## src/rtl/multiplier_state_machine.sv

```systemverilog
// Control FSM for the 4x4 shift-add multiplier: LOAD, then four ADD/SHIFT pairs, then DONE.
// Moore outputs decoded from ps; 9 busy cycles between start and ready. No backpressure.
`timescale 1ns/1ps
module multiplier_state_machine (
    input  logic       clk,
    input  logic       rst,
    input  logic       start,
    output logic [2:0] ps,
    output logic       s0,
    output logic       s1,
    output logic       s2,
    output logic       sig_rst,
    output logic       ld1,
    output logic       ld2,
    output logic       ready
);

    localparam logic [2:0] ST_IDLE  = 3'd0;
    localparam logic [2:0] ST_LOAD  = 3'd1;
    localparam logic [2:0] ST_ADD   = 3'd2;
    localparam logic [2:0] ST_SHIFT = 3'd3;
    localparam logic [2:0] ST_DONE  = 3'd4;

    logic [2:0] r_ps;
    logic [2:0] w_ns;
    logic [1:0] v;
    logic [1:0] w_v_nxt;

    always_ff @(posedge clk) begin
        if (rst) begin
            r_ps <= ST_IDLE;
            v    <= 2'd0;
        end else begin
            r_ps <= w_ns;
            v    <= w_v_nxt;
        end
    end

    always_comb begin
        w_ns    = ST_IDLE;
        w_v_nxt = v;
        case (r_ps)
            ST_IDLE:  w_ns = start ? ST_LOAD : ST_IDLE;
            ST_LOAD: begin
                w_ns    = ST_ADD;
                w_v_nxt = 2'd0;
            end
            ST_ADD:   w_ns = ST_SHIFT;
            ST_SHIFT: begin
                // v wraps to 0 on the fourth shift, leaving it clean for the next run
                w_v_nxt = v + 2'd1;
                w_ns    = (v == 2'd3) ? ST_DONE : ST_ADD;
            end
            ST_DONE:  w_ns = start ? ST_DONE : ST_IDLE;
            default: begin
                w_ns    = ST_IDLE;
                w_v_nxt = 2'd0;
            end
        endcase
    end

    always_comb begin
        s0      = 1'b0;
        s1      = 1'b0;
        s2      = 1'b0;
        sig_rst = 1'b0;
        ld1     = 1'b0;
        ld2     = 1'b0;
        ready   = 1'b0;
        case (r_ps)
            ST_IDLE:  ready = 1'b1;
            ST_LOAD: begin
                sig_rst = 1'b1;
                ld1     = 1'b1;
            end
            ST_ADD: begin
                s0  = 1'b1;
                ld2 = 1'b1;
            end
            ST_SHIFT: begin
                s1  = 1'b1;
                ld2 = 1'b1;
            end
            ST_DONE: begin
                s2    = 1'b1;
                ready = 1'b1;
            end
            default: ;
        endcase
    end

    assign ps = r_ps;

endmodule

```

## config.mk

```make
export PLATFORM = sky130hd
export DESIGN_NAME = multiplier_state_machine
export DESIGN_NICKNAME = d
export VERILOG_FILES = /design/src/rtl/multiplier_state_machine.sv
export SDC_FILE = /design/constraint.sdc
export NUM_CORES = 1
export LEC_CHECK = 0
export ABC_AREA = 1
export BUFFER_PORTS_ARGS = -buffer_cell sky130_fd_sc_hd__buf_2
export CAP_MARGIN = 30
export CORE_AREA = 8 8 45 47
export DETAILED_ROUTE_END_ITERATION = 12
export DIE_AREA = 0 0 53 55
export PLACE_DENSITY = 0.48
export SYNTH_ARGS = -nofsm -noshare
export SYNTH_HDL_FRONTEND = slang
export SYNTH_SLANG_ARGS = --single-unit
```

## constraint.sdc

```tcl
create_clock -name clk -period 1.2 [get_ports clk]
set_input_delay 0.06 -clock clk [delete_from_list [all_inputs] [get_ports clk]]
set_output_delay 0.06 -clock clk [all_outputs]
set_load 0.05 [all_outputs]
```

==> metrics.txt <==
clock power share 35.7%; number of antenna violations at the first check in global routing 0; reg2reg start ps[0]$_SDFF_PP0_; Peak VDD IR 0.362 mV; internal power 347 µW; switch share 37.5%; max-cap violations 0; synthesized net count 42; Area growth syn-to-layout 68.7%; relative slew slack 83.3%; post-synthesis cell area 272 µm²; core area 0.00138 mm²; worst hold-check path type in -> reg; r2r setup slk 0.25 ns; critical path cell sequence nor2_4 > inv_2 > nor2_4 > buf_6; crit path max fanout 8; Final Cell Area 458 µm²; Critical Path Source Type flop; reg-to-reg endpoint ps[2]$_SDFF_PP0_; Die Width 53 µm; Port Buf Inserts 12; Slew @ Worst Pin 0.252 ns; initial DRC count 4; status completed; total gr overflow 0; WP data required 1.14 ns; minimum clock period 1.14 ns; setup violators final 0; CP arrival 1.08 ns; unrepaired setup endpoints after global routing no; Seq pwr share 34.2%; Psw 208 µW; fmax 881 MHz; Root Buffer clkbuf_4; Ant. Diodes 0; Synth Register Bits 5; fin nets 59; CTS tree done; clk_lat worst skew 0.25 ns; total die area 0.00292 mm²; post-synthesis sequential area ratio 36.9%; Rows 14; largest net degree at the start of global routing 10; Crit Path Category reg -> out; Residual DRC 0; Pleak 0.000208 µW; top-level I/O count 13; CTS Buf Count 3; CP Capture Point s2; R2R depth 5; clock sinks 5; initial core utilization 19.6%; Area contributors post-synth dfxtp_1, nand2_1, nor3_1; hold slack 0.0829 ns; Finished Core Util 33.1%; Fillers 149; vias in the first global route 296; number of failing hold endpoints at the final stage 0; critical path startpoint ps[1]$_SDFF_PP0_; H-tree Lvls 1; Post-DRT Antenna Nets 0; Top cell by count, worst path nor2_4; RePlAce Congestion 0.675; syn_area_per_cell 7.15 µm²; share of the synthesized area in the top cell type 36.9%; Die Ht 55 µm; final WL 714 µm; WP buf/inv 2; CP endpoint kind output pin; Worst-path clk slew 0.04 ns; stages on the worst setup path 4; vias per cell 4.39; cell taking the most area after synthesis dfxtp_1; Logic pwr share 30.2%; slowest CP cell dfxtp_4; Area after DPL 377 µm²; drt wl/cell 10.2 µm; share of layout cells above drive strength 1 55.6%; First-pass DRT Iterations 6; multi-input logic area 164 µm²; fin. max-slew vios 0; FF/Latch Area 111 µm²; yosys warns 0; HPWL after detailed placement 586 µm; clk_skew 0.00117 ns; post-synthesis cell type count 15; Total GRT Usage 6.07%; Cells after Synth 38; P per Cell Area 1210 mW/mm²; Max stage delay on crit path 0.38 ns; CP top delay family flip-flops; period utilization 94.6%; first-pass GRT wire length 1230 µm; Max clock buf depth 2; Vias 307
cell type report:
class                      instances  share of cell area, %
multi-input combinational         24                   35.8
sequential                         5                   24.3
timing repair buffer              14                   23.5
inverter                           7                   6.28
clock buffer                       4                   5.74
tap                               16                   4.37
worst register-to-register path, delay by kind of cell, from the launching register on:
kind            cells  cell delay, ns
compound gates      1            0.11
simple gates        3            0.24
flops               1            0.40
buf+inv             1            0.13
per-stage QoR:
step	setup WS, ns	std cells	setup TNS [ns]	power [µW]
after floorplan	-0.237	38	-0.367	324
after global placement	0.200	64	0	346
after detailed placement	0.203	64	0	346
after CTS	-0.0517	69	-0.102	552
after global routing	0.00467	70	0	585
final	0.0646	70	0	555
power groups by stage:
stage	registers (µW)	clock network (µW)	logic [µW]
floorplan	207	0	117
global placement	197	0	150
detailed placement	196	0	150
CTS	193	204	155
global route	192	215	178
finish	190	198	168
per-layer routing:
layer / GRT usage, % / wire [µm]
met1: 5.94 / 264
met4: 9.05 / 53
met2: 8.98 / 313
met3: 1.34 / 82
met5: 0 / 0
Yosys cell counts:
library cell / n
inv_2: 2
ha_1: 1
a21oi_2: 1
dfxtp_1: 5
nor3_1: 4
nand3_2: 1
a21oi_1: 2
nor2_2: 2
nand2_1: 6
nand3_1: 1
buf_4: 1
inv_1: 5
nand4_1: 1
buf_6: 1
nor2_1: 5
timing repair:
action                                  in CTS  in global routing
gates resized for setup                      4                 12
cloned                                       0                  0
hold buffers                                 1                  0
pin swaps                                    0                  2
endpoints found under the setup margin       5                  6
buffers inserted                             0                  1
hold endpoints to repair                     1                  0
flip-flops by register name, indices dropped and copies added, names as in the netlist:
| signal | flops |
|---|---|
| ps | 3 |
| v | 2 |
cell usage in the layout, fill, tap and decap left out:
master,n
inv_2,2
inv_1,4
a21oi_1,2
clkbuf_4,4
a21oi_2,1
nand2_1,6
nor3_4,2
nand3_2,1
dfxtp_4,3
dlygate4sd3_1,1
buf_2,6
nor2_1,3
dfxtp_1,2
nor3_1,2
nor2_2,2
nand4_1,1
clkbuf_1,1
inv_4,1
buf_6,4
nand3_1,1
ha_1,1
nor2_4,2
buf_4,2
kinds of logic (layout without fill, tap and decap cells):
logic type                 Yosys count  count (layout)  synth area share, %
DFF                                  5               5                 36.9
buffers and inverters                9              25                 16.6
and+or+nand+nor                     20              20                 35.0
AOI/OAI and AO/OA                    3               3                 6.91
adders and majority gates            1               1                 4.61
how the worst min path moves through the flow:
stage,slack (ns),from,to,depth (start not counted)
CTS,0.08,start,ps[2]$_SDFF_PP0_,3
detailed placement,0.26,rst,ps[2]$_SDFF_PP0_,2
finish,0.08,start,ps[2]$_SDFF_PP0_,3
global placement,0.25,rst,ps[2]$_SDFF_PP0_,2
global route,0.09,start,ps[2]$_SDFF_PP0_,3
floorplan,0.12,rst,ps[2]$_SDFF_PP0_,1
Power figures use the tool's default switching activity.
